[src/rtl/fdiv_sched.sv]
// Purpose: round-robin scheduler sharing one pipelined fdiv between two requesters (optional macro FDIV_SCHED_DZ_FLAG_EN).
// Latency: issue-to-response is exactly FDIV_LAT+1 cycles, in order, one operation per cycle.
// Backpressure: ready is a combinational grant to requests; responses have no backpressure.
module fdiv_sched #(
    parameter int FDIV_LAT = 2
) (
    input  logic        clk,
    input  logic        rst,
    input  logic        req0_valid,
    input  logic [31:0] req0_x1,
    input  logic [31:0] req0_x2,
    input  logic        req1_valid,
    input  logic [31:0] req1_x1,
    input  logic [31:0] req1_x2,
    output logic        req0_ready,
    output logic        req1_ready,
    output logic [31:0] fdiv_x1,
    output logic [31:0] fdiv_x2,
    input  logic [31:0] fdiv_y,
    output logic        resp0_valid,
    output logic        resp1_valid,
    output logic [31:0] resp0_y,
    output logic [31:0] resp1_y,
    output logic [3:0]  inflight
`ifdef FDIV_SCHED_DZ_FLAG_EN
    ,
    output logic        resp0_dz,
    output logic        resp1_dz
`endif
);

    localparam int DEPTH = FDIV_LAT + 1;

    // Tag travelling alongside the operation through the fdiv pipeline.
    typedef struct packed {
        logic vld;
        logic id;
`ifdef FDIV_SCHED_DZ_FLAG_EN
        logic dz;
`endif
    } tag_t;

    tag_t tag_q [DEPTH];
    tag_t tag_in;
    tag_t tag_out;
    logic prio_q;   // 0: req0 has priority, 1: req1 has priority
    logic hs;

    // Grant: priority side wins a conflict, lone valid always wins, nothing during reset.
    always_comb begin
        req0_ready = !rst && req0_valid && (!req1_valid || !prio_q);
        req1_ready = !rst && req1_valid && (!req0_valid ||  prio_q);
        hs         = req0_ready || req1_ready;
        tag_in     = '0;
        tag_in.vld = hs;
        tag_in.id  = req1_ready;
`ifdef FDIV_SCHED_DZ_FLAG_EN
        tag_in.dz  = hs && ((req1_ready ? req1_x2[30:0] : req0_x2[30:0]) == 31'd0);
`endif
        tag_out    = tag_q[DEPTH-1];
    end

    // Round-robin pointer: the side just granted loses priority; idle cycles hold it.
    always_ff @(posedge clk) begin
        if (rst) begin
            prio_q <= 1'b0;
        end else if (req0_ready) begin
            prio_q <= 1'b1;
        end else if (req1_ready) begin
            prio_q <= 1'b0;
        end
    end

    // Operand register towards the fdiv; zero when nothing is issued.
    always_ff @(posedge clk) begin
        if (rst) begin
            fdiv_x1 <= '0;
            fdiv_x2 <= '0;
        end else if (req1_ready) begin
            fdiv_x1 <= req1_x1;
            fdiv_x2 <= req1_x2;
        end else if (req0_ready) begin
            fdiv_x1 <= req0_x1;
            fdiv_x2 <= req0_x2;
        end else begin
            fdiv_x1 <= '0;
            fdiv_x2 <= '0;
        end
    end

    // Tag shift register matching the fdiv latency; reset drops every in-flight tag.
    always_ff @(posedge clk) begin
        if (rst) begin
            for (int i = 0; i < DEPTH; i++) begin
                tag_q[i] <= '0;
            end
        end else begin
            tag_q[0] <= tag_in;
            for (int i = 1; i < DEPTH; i++) begin
                tag_q[i] <= tag_q[i-1];
            end
        end
    end

    // Response steering: capture fdiv_y for the owner of the exiting tag, hold otherwise.
    always_ff @(posedge clk) begin
        if (rst) begin
            resp0_valid <= 1'b0;
            resp1_valid <= 1'b0;
            resp0_y     <= '0;
            resp1_y     <= '0;
`ifdef FDIV_SCHED_DZ_FLAG_EN
            resp0_dz    <= 1'b0;
            resp1_dz    <= 1'b0;
`endif
        end else begin
            resp0_valid <= tag_out.vld && !tag_out.id;
            resp1_valid <= tag_out.vld &&  tag_out.id;
            if (tag_out.vld && !tag_out.id) begin
                resp0_y  <= fdiv_y;
`ifdef FDIV_SCHED_DZ_FLAG_EN
                resp0_dz <= tag_out.dz;
`endif
            end
            if (tag_out.vld && tag_out.id) begin
                resp1_y  <= fdiv_y;
`ifdef FDIV_SCHED_DZ_FLAG_EN
                resp1_dz <= tag_out.dz;
`endif
            end
        end
    end

    // Outstanding-operation counter: issue adds one, delivery removes one.
    always_ff @(posedge clk) begin
        if (rst) begin
            inflight <= '0;
        end else begin
            case ({hs, tag_out.vld})
                2'b10:   inflight <= inflight + 4'd1;
                2'b01:   inflight <= inflight - 4'd1;
                default: inflight <= inflight;
            endcase
        end
    end

endmodule

[config.mk]
export PLATFORM = sky130hd
export DESIGN_NAME = fdiv_sched
export DESIGN_NICKNAME = d
export VERILOG_FILES = /design/src/rtl/fdiv_sched.sv
export SDC_FILE = /design/constraint.sdc
export NUM_CORES = 1
export LEC_CHECK = 0
export ABC_AREA = 1
export CAP_MARGIN = 20
export CORE_AREA = 2 2 116 118
export CTS_CLUSTER_DIAMETER = 80
export DETAILED_ROUTE_END_ITERATION = 6
export DIE_AREA = 0 0 118 120
export GPL_ROUTABILITY_DRIVEN = 0
export PLACE_DENSITY = 0.8
export SLEW_MARGIN = 10
export SYNTH_ARGS = -nofsm -noshare
export SYNTH_HDL_FRONTEND = slang
export SYNTH_SLANG_ARGS = --single-unit
[constraint.sdc]
create_clock -name clk -period 4 [get_ports clk]
set_input_delay 0.4 -clock clk [delete_from_list [all_inputs] [get_ports clk]]
set_output_delay 0.4 -clock clk [all_outputs]
set_load 0.03 [all_outputs]
==> results.sh, run 1 <==
export IMPL_grt_use_total=0.222
export IMPL_finalSetupViolCount=0
export IMPL_grt_pass1_vias=4719
export IMPL_rsz0062_at_grt="no"
export IMPL_yosysSeqAreaShare=0.606
export IMPL_core_um2=13000
export IMPL_finClkSkew_ns=0.0110
export IMPL_synth_area_per_cell_um2=9.43
export IMPL_drt_first_pass_iters=6
export IMPL_post_cts_buffers=0
export IMPL_grt_pass1_wl_um=24400
export IMPL_fin_setup_tns_ns=0
export IMPL_h_tree_depth=4
export IMPL_grt_max_degree=66
export IMPL_cpMaxStageDelayCell="clkdlybuf4s50_1"
export IMPL_worstPathRequired_ns=3.60
export IMPL_slew_violations=0
export IMPL_vdd_drop_max_mv=0.318
export IMPL_clock_latency_ns=0.41
export IMPL_worst_r2r_path_depth=14
export IMPL_p_per_area_nw_per_um2=452
export IMPL_cts_repair_resized=0
export IMPL_ys_ff_latch=141
export IMPL_vias_per_cell=4.76
export IMPL_finalNonFillerCells=972
export IMPL_slew_limit_headroom=0.301
export IMPL_ioPinCount=300
export IMPL_start_util=0.359
export IMPL_detail_route_antenna_nets=0
export IMPL_cts_tree="built"
export IMPL_die_height_um=120
export IMPL_drt_initial_drc_count=289
export IMPL_p_leak_nw=3.34
export IMPL_vias=4622
export IMPL_syn_area_um2=4660
export IMPL_numCtsBuffers=17
export IMPL_port_buffers=299
export IMPL_path_max_fanout=13
export IMPL_syn_inst=494
export IMPL_fill_cells=1036
export IMPL_cp_arrival_ns=2.07
export IMPL_nets=950
export IMPL_grt_antenna_before_repair=1
export IMPL_area_growth_pct=80.0
export IMPL_startpoint="rst"
export IMPL_cts_reportedPaths_clkPinSlew_ns=0.05
export IMPL_criticalPathCategory="input pin to primary output"
export IMPL_rows=42
export IMPL_dp_hpwl_um=11700
export IMPL_dpl_cell_count=940
export IMPL_cts_root_buf="clkbuf_16"
export IMPL_fin_crit_sh=0.617
export IMPL_worst_setup_path_end_kind="primary output"
export IMPL_outcome="complete, no violations"
export IMPL_drive_above_1_share=0.0503
export IMPL_fin_crit_ns=2.47
export IMPL_worstReg2RegStart="prio_q"
export IMPL_min_delay_start="tag_q[0][3]"
export IMPL_overflow=0
export IMPL_clockBufferDepth=2
export IMPL_crit_path_start_kind="input pin"
export IMPL_drcViolationCount=0
export IMPL_fmax_mhz=405
export IMPL_dieWidth_um=118
export IMPL_routed_wl_um=15900
export IMPL_holdCritPathClass="register to register"
export IMPL_whs_path_depth=2
export IMPL_yosys_warnings=0
export IMPL_synth_cell_types=17
export IMPL_tightestPinTransition_ns=1.05
export IMPL_design_die_area_um2=14200
export IMPL_finalPower_mw=3.79
export IMPL_maxCapViolCount=0
export IMPL_clock_sinks=141
export IMPL_cp_slowest_stage_delay_ns=0.66
export IMPL_hold_viol=0
export IMPL_cts_hold_buffers_added=0
export IMPL_routedWlPerCell_um=16.4
export IMPL_crit_chain="clkdlybuf4s50_1 -> inv_2 -> nand3_2 -> inv_2 -> clkdlybuf4s50_1"
export IMPL_syn_num_nets=661
## stage by stage
stage | hold WS [ns] | utilization | cell area, µm² | setup slack, ns
2_1_floorplan | 0.388 | - | 4660 | 1.94
3_3_place_gp | 0.392 | 0.596 | 7740 | 1.44
3_5_place_dp | 0.406 | 0.596 | 7740 | 1.33
4_1_cts | 0.413 | 0.645 | 8380 | 1.53
5_1_grt | 0.423 | 0.646 | 8380 | 1.43
6_report | 0.412 | 0.646 | 8380 | 1.53
## per-layer routing
metal,wire length [µm],track usage
met5,0,0
met4,502,0.109
met3,1830,0.114
met2,7930,0.380
met1,5640,0.223
## cell usage after synthesis
master	instances	area, µm²
ha_1	3	37.5
inv_2	2	7.51
a22o_1	64	561
nand3_1	3	15.0
xor2_1	1	8.76
xnor2_1	2	17.5
a21oi_1	3	15.0
nor2_1	145	544
nand3_2	1	10.0
clkbuf_1	15	56.3
o21ai_1	15	75.1
dfxtp_1	141	2820
inv_1	17	63.8
buf_2	15	75.1
nand2_1	10	37.5
buf_6	4	45.0
o21ai_0	53	265
## registers in the layout, indices dropped and copies added, names as in the netlist
| signal | count |
|---|---|
| prio_q | 1 |
| resp1_y | 32 |
| resp0_y | 32 |
| fdiv_x2 | 32 |
| fdiv_x1 | 32 |
| resp0_valid | 1 |
| tag_q | 6 |
| inflight | 4 |
| resp1_valid | 1 |
## layout make-up
type / instances / area, µm² / share of cell area
sequential: 141 / 2820 / 0.337
multi-input combinational: 300 / 1600 / 0.191
clock inverter: 12 / 194 / 0.0231
timing repair buffer: 304 / 3030 / 0.362
tap: 176 / 220 / 0.0263
clock buffer: 19 / 443 / 0.0529
inverter: 19 / 71.3 / 0.00851
antenna: 1 / 2.50 / 0.000299
## cell families after synthesis
family          synth area share
simple gates               0.130
flops                      0.606
compound gates             0.197
buf+inv                   0.0532
xor+xnor                 0.00564
fa+ha+maj                0.00806
## where the power goes
part	leakage [nW]	internal [mW]	switching [mW]	total (mW)
clock	0.309	1.11	0.569	1.68
sequential	1.15	1.48	0.0304	1.51
combinational	1.88	0.309	0.289	0.598
## cell usage in the layout, fill, tap and decap left out, types with 4 or more instances in the layout
| cell type | netlist | routed |
|---|---|---|
| a22o_1 | 64 | 64 |
| buf_4 | 0 | 5 |
| bufinv_16 | 0 | 5 |
| clkbuf_16 | 0 | 17 |
| clkdlybuf4s50_1 | 0 | 299 |
| clkinv_2 | 0 | 4 |
| dfxtp_1 | 141 | 141 |
| inv_1 | 17 | 17 |
| nand2_1 | 10 | 10 |
| nor2_1 | 145 | 143 |
| o21ai_0 | 53 | 53 |
| o21ai_1 | 15 | 15 |
## worst max-delay path, delay by kind of cell
family	cells	cell delay, ns
AND/OR/NAND/NOR	1	0.11
buffers and inverters	4	1.56
## final timing paths
kind / slack (ns) / endpoint
max: 1.53 / req0_ready
min: 0.41 / tag_q[0][5]
max reg2reg: 1.97 / inflight[2]
min reg2reg: 0.41 / tag_q[0][5]
Note: power is estimated with default switching activity, not from simulation.
==> run 2, diff against run 1 <==
--- a/config.mk
+++ b/config.mk
@@ -7,12 +7,12 @@
 export LEC_CHECK = 0
 export ABC_AREA = 1
 export CAP_MARGIN = 20
-export CORE_AREA = 2 2 116 118
+export CORE_MARGIN = 2
+export CORE_UTILIZATION = 33
 export CTS_CLUSTER_DIAMETER = 80
 export DETAILED_ROUTE_END_ITERATION = 6
-export DIE_AREA = 0 0 118 120
 export GPL_ROUTABILITY_DRIVEN = 0
-export PLACE_DENSITY = 0.8
+export PLACE_DENSITY = 0.77
 export SLEW_MARGIN = 10
 export SYNTH_ARGS = -nofsm -noshare
 export SYNTH_HDL_FRONTEND = slang
==> constraint.sdc (replaced) <==
create_clock -name clk -period 2.1 [get_ports clk]
set_input_delay 0.21 -clock clk [delete_from_list [all_inputs] [get_ports clk]]
set_output_delay 0.21 -clock clk [all_outputs]
set_load 0.03 [all_outputs]
==> run 2 against run 1 <==
Total power increased by 85%. Sequential share of layout area is 0.26 points lower. First-iteration DRC count down 46%. Die area grew 6.5%. Via count shrank 2.1%. Utilization is 3.5 points lower. Cell count increased by 1.1%.
==> results.sh, run 2 (synthesis results as in run 1) <==
export IMPL_outcome="complete, no violations"
export IMPL_cp_slowest_stage_delay_ns=0.41
export IMPL_criticalPathCategory="register to primary output"
export IMPL_slew_violations=0
export IMPL_rows=43
export IMPL_cpMaxStageDelayCell="buf_6"
export IMPL_fill_cells=1180
export IMPL_diodes=0
export IMPL_fin_crit_ns=1.85
export IMPL_die_height_um=123
export IMPL_fin_crit_sh=0.881
export IMPL_area_growth_pct=81.4
export IMPL_vias=4525
export IMPL_drive_above_1_share=0.0635
export IMPL_hold_viol=0
export IMPL_clockBufferDepth=2
export IMPL_grt_pass1_vias=4338
export IMPL_finClkSkew_ns=0.00768
export IMPL_cp_arrival_ns=1.64
export IMPL_worstPathRequired_ns=1.89
export IMPL_finalNonFillerCells=983
export IMPL_port_buffers=299
export IMPL_drt_first_pass_iters=5
export IMPL_detail_route_antenna_nets=0
export IMPL_placed_cell_area_um2=7820
export IMPL_layout_common_cells="clkdlybuf4s50_1 (297), nor2_1 (143), dfxtp_1 (141)"
export IMPL_final_common_cell="clkdlybuf4s50_1"
export IMPL_slew_limit_headroom=0.631
export IMPL_cts_hold_buffers_added=0
export IMPL_tightestPinTransition_ns=0.553
export IMPL_p_leak_nw=3.37
export IMPL_clock_latency_ns=0.41
export IMPL_nets=958
export IMPL_design_die_area_um2=15100
export IMPL_rsz0062_at_grt="no"
export IMPL_grt_max_degree=66
export IMPL_routedWlPerCell_um=15.8
export IMPL_ioPinCount=300
export IMPL_cts_reportedPaths_clkPinSlew_ns=0.06
export IMPL_drcViolationCount=0
export IMPL_start_util=0.337
export IMPL_holdCritPathClass="input pin to register"
export IMPL_routed_wl_um=15500
export IMPL_p_per_area_nw_per_um2=829
export IMPL_cts_tree="built"
export IMPL_dieWidth_um=123
export IMPL_grt_use_total=0.200
export IMPL_clock_sinks=141
export IMPL_numCtsBuffers=17
export IMPL_fmax_mhz=541
export IMPL_crit_path_start_kind="register"
export IMPL_crit_chain="o21ai_2 -> nor2_4 -> buf_6 -> buf_4"
export IMPL_finalPower_mw=7.00
export IMPL_core_um2=13800
export IMPL_h_tree_depth=4
export IMPL_path_max_fanout=65
export IMPL_drt_initial_drc_count=157
export IMPL_maxCapViolCount=0
export IMPL_overflow=0
export IMPL_grt_antenna_before_repair=0
export IMPL_dp_hpwl_um=11200
export IMPL_fin_area_um2=8450
export IMPL_worst_setup_path_end_kind="primary output"
export IMPL_cts_root_buf="clkbuf_16"
export IMPL_vias_per_cell=4.60
export IMPL_vdd_drop_max_mv=0.578
export IMPL_dpl_cell_count=951
export IMPL_grt_pass1_wl_um=22700
export IMPL_finalSetupViolCount=0
## run 2: cell count changes in the layout (fill, tap and decap cells not counted), moves of 2 or more
cell             previous run  this run
buf_12                      0         2
buf_4                       5        11
bufinv_16                   5         3
clkdlybuf4s50_1           299       297
## run 2: metrics by stage
step / TNS, ns / hold slack (ns) / utilization / setup WS, ns
after floorplan: 0 / 0.335 / - / 0.131
after global placement: -0.179 / 0.392 / 0.565 / -0.159
after detailed placement: -0.383 / 0.397 / 0.565 / -0.253
after CTS: 0 / 0.364 / 0.608 / 0.0156
after global routing: 0 / 0.375 / 0.611 / 0.0489
final: 0 / 0.385 / 0.611 / 0.250
## run 2: what timing repair did
action,CTS,global route
resized for setup,0,4
endpoints found under the setup margin,0,2
buffers inserted,0,0
## run 2: power breakdown
part	leakage (nW)	switching [mW]	internal, mW
sequential	1.15	0.0541	2.81
clock	0.286	1.10	1.89
combinational	1.93	0.546	0.603
total	3.37	1.70	5.30
## run 2: routing by layer
layer | vias to the layer above | track usage | share of wire
li1 | 2250 | - | -
met1 | 2049 | 0.216 | 0.38
met2 | 196 | 0.326 | 0.48
met3 | 30 | 0.106 | 0.12
met4 | 0 | 0.0826 | 0.025
met5 | - | 0 | 0
## run 2: cell type report
| class | instances | area, µm² | share of cell area |
|---|---|---|---|
| multi-input cells | 300 | 1600 | 0.190 |
| flip-flops and latches | 141 | 2820 | 0.334 |
| inverters | 19 | 71.3 | 0.00844 |
| well taps | 180 | 225 | 0.0267 |
| clock buffers | 20 | 447 | 0.0529 |
| repair buffers | 312 | 3130 | 0.371 |
| clock inverters | 11 | 143 | 0.0169 |
## run 2: worst paths after layout
path | start | to | slack, ns | depth (start not counted)
setup / recovery | prio_q | req1_ready | 0.25 | 4
hold / removal | req1_x2[3] | fdiv_x2[3] | 0.38 | 2
setup reg to reg | prio_q | inflight[2] | 0.29 | 14
hold reg to reg | tag_q[0][0] | tag_q[0][2] | 0.40 | 2
## run 2: worst max-delay path, delay by kind of cell (launching register included)
family | cells | cell delay, ns
buffers and inverters | 2 | 0.66
AOI/OAI and AO/OA | 1 | 0.09
and+or+nand+nor | 1 | 0.10
DFF | 1 | 0.37
==> run 3, diff against run 2 <==
--- a/config.mk
+++ b/config.mk
@@ -7,7 +7,7 @@
 export LEC_CHECK = 0
 export ABC_AREA = 1
 export CAP_MARGIN = 20
-export CORE_MARGIN = 2
+export CORE_MARGIN = 3
 export CORE_UTILIZATION = 33
 export CTS_CLUSTER_DIAMETER = 80
 export DETAILED_ROUTE_END_ITERATION = 6
==> run 3 against run 2 <==
Sequential share of layout area decreased by 0.36 points. Highest routed layer unchanged. Critical path depth grew 12. Maximum frequency decreased by 8.2%. Critical path type is now input pin to register. Clock skew is 0.0031 ns lower. First-iteration DRC count grew 43%.
==> results.sh, run 3 (synthesis results as in run 1) <==
export IMPL_cp_slowest_stage_delay_ns=0.49
export IMPL_drt_initial_drc_count=225
export IMPL_slew_limit_headroom=0.651
export IMPL_h_tree_depth=4
export IMPL_clock_sinks=141
export IMPL_routed_wl_um=16700
export IMPL_worst_setup_path_end_kind="register"
export IMPL_drcViolationCount=0
export IMPL_crit_buf_inv=6
export IMPL_dp_hpwl_um=12400
export IMPL_wl_met2_um=8350
export IMPL_maxCapViolCount=0
export IMPL_grt_antenna_before_repair=1
export IMPL_worstPathRequired_ns=2.41
export IMPL_cp_top_family="buffers and inverters"
export IMPL_fmax_mhz=496
export IMPL_start_util=0.345
export IMPL_crit_chain="clkdlybuf4s50_1 -> inv_1 -> o21ai_2 -> nor2_4 -> inv_1 -> nand2_1 -> inv_2 -> ha_4 -> nand2_1 -> inv_1 -> nor2_1 -> ha_1 -> a21oi_2 -> xnor2_1 -> o21ai_1 -> inv_1"
export IMPL_drive_above_1_share=0.0684
export IMPL_nets=958
export IMPL_ioPinCount=300
export IMPL_path_max_fanout=4
export IMPL_criticalPathCategory="input pin to register"
export IMPL_cts_reportedPaths_clkPinSlew_ns=0.06
export IMPL_vias_per_cell=4.76
export IMPL_p_per_area_nw_per_um2=889
export IMPL_finalSetupViolCount=0
export IMPL_outcome="complete, no violations"
export IMPL_cp_arrival_ns=2.32
export IMPL_fin_crit_ns=2.02
export IMPL_hold_viol=0
export IMPL_clockBufferDepth=2
export IMPL_top_layer_used="met4"
export IMPL_detail_route_antenna_nets=0
export IMPL_drt_first_pass_iters=4
export IMPL_grt_pass1_vias=4795
export IMPL_design_die_area_um2=15600
export IMPL_grt_pass1_wl_um=25400
export IMPL_vdd_drop_max_mv=0.502
export IMPL_core_um2=13500
export IMPL_wl_met3_um=1960
export IMPL_cpMaxStageDelayCell="clkdlybuf4s50_1"
export IMPL_final_common_cell="clkdlybuf4s50_1"
export IMPL_overflow=0
export IMPL_cts_root_buf="clkbuf_16"
export IMPL_slew_violations=0
export IMPL_cts_tree="built"
export IMPL_whs_ns=0.380
export IMPL_cpMostUsedCell="inv_1"
export IMPL_fin_crit_sh=0.960
export IMPL_layout_common_cells="clkdlybuf4s50_1 (297), nor2_1 (143), dfxtp_1 (141)"
export IMPL_numCtsBuffers=17
export IMPL_clock_latency_ns=0.42
export IMPL_die_height_um=125
export IMPL_p_leak_nw=3.41
export IMPL_finClkSkew_ns=0.00454
export IMPL_routedWlPerCell_um=17.0
export IMPL_tightestPinTransition_ns=0.524
export IMPL_fill_cells=1041
export IMPL_grt_use_total=0.210
export IMPL_area_growth_pct=83.3
export IMPL_holdCritPathClass="input pin to register"
export IMPL_grt_max_degree=66
export IMPL_dieWidth_um=125
export IMPL_crit_path_start_kind="input pin"
export IMPL_met1_length_um=5990
export IMPL_finalPower_mw=7.59
export IMPL_vias=4669
export IMPL_rows=42
export IMPL_port_buffers=299
[run 3: cell count changes in the layout (fill, tap and decap cells not counted), sizes merged]
cell / previous run / this run
bufinv: 3 / 7
clkinv: 5 / 2
clkbuf: 20 / 19
diode: 0 / 1
inv: 20 / 21
[run 3: area by class of cell]
class                   count  area (µm²)  area share
repair buffers            312        3100       0.363
flip-flops and latches    141        2820       0.331
multi-input cells         300        1620       0.189
clock buffers              19         443      0.0519
clock inverters            13         260      0.0305
well taps                 176         220      0.0258
inverters                  19        71.3     0.00835
diodes                      1        2.50    0.000293
[run 3: per-stage QoR]
step | setup WS [ns] | utilization | area, µm² | std cells | TNS, ns
2_1_floorplan | 0.131 | - | 4660 | 494 | 0
3_3_place_gp | -0.165 | 0.578 | 7800 | 947 | -0.181
3_5_place_dp | -0.526 | 0.578 | 7800 | 947 | -0.876
4_1_cts | 0.0316 | 0.630 | 8510 | 979 | 0
5_1_grt | -0.00791 | 0.632 | 8540 | 981 | -0.00791
6_report | 0.0848 | 0.632 | 8540 | 981 | 0
[run 3: worst paths after layout]
path                                    end  slack [ns]  depth (start not counted)   startpoint
worst max-delay path            inflight[2]        0.08                         16   req0_valid
worst min-delay path            fdiv_x1[22]        0.38                          2  req1_x1[22]
worst max register to register  inflight[2]        0.11                         14       prio_q
worst min register to register  tag_q[0][2]        0.40                          2  tag_q[0][0]
[run 3: worst reg2reg max path, cell delays in order, from the launching register on]
cell and delay (ns):
dfxtp_1 0.34, o21ai_2 0.20, nor2_4 0.05, inv_1 0.08
nand2_1 0.08, inv_2 0.08, ha_4 0.15, nand2_1 0.06
inv_1 0.10, nor2_1 0.06, ha_1 0.19, a21oi_2 0.15
xnor2_1 0.12, o21ai_1 0.17, inv_1 0.06
[run 3: layer usage]
| layer | vias up | track usage |
|---|---|---|
| met4 | 0 | 0.0909 |
| met3 | 29 | 0.113 |
| li1 | 2255 | - |
| met1 | 2175 | 0.210 |
| met5 | - | 0 |
| met2 | 210 | 0.360 |
[run 3: power by group]
part / internal [mW] / switching, mW
combinational: 0.601 / 0.561
sequential: 2.81 / 0.0615
clock: 2.39 / 1.16
[run 3: timing repair]
item | 4_1_cts | 5_1_grt
hold buffers | 0 | 0
setup buffers | 0 | 1
resized for setup | 2 | 5
gates cloned | 0 | 0
pin swaps | 0 | 2
setup endpoints to repair | 2 | 2
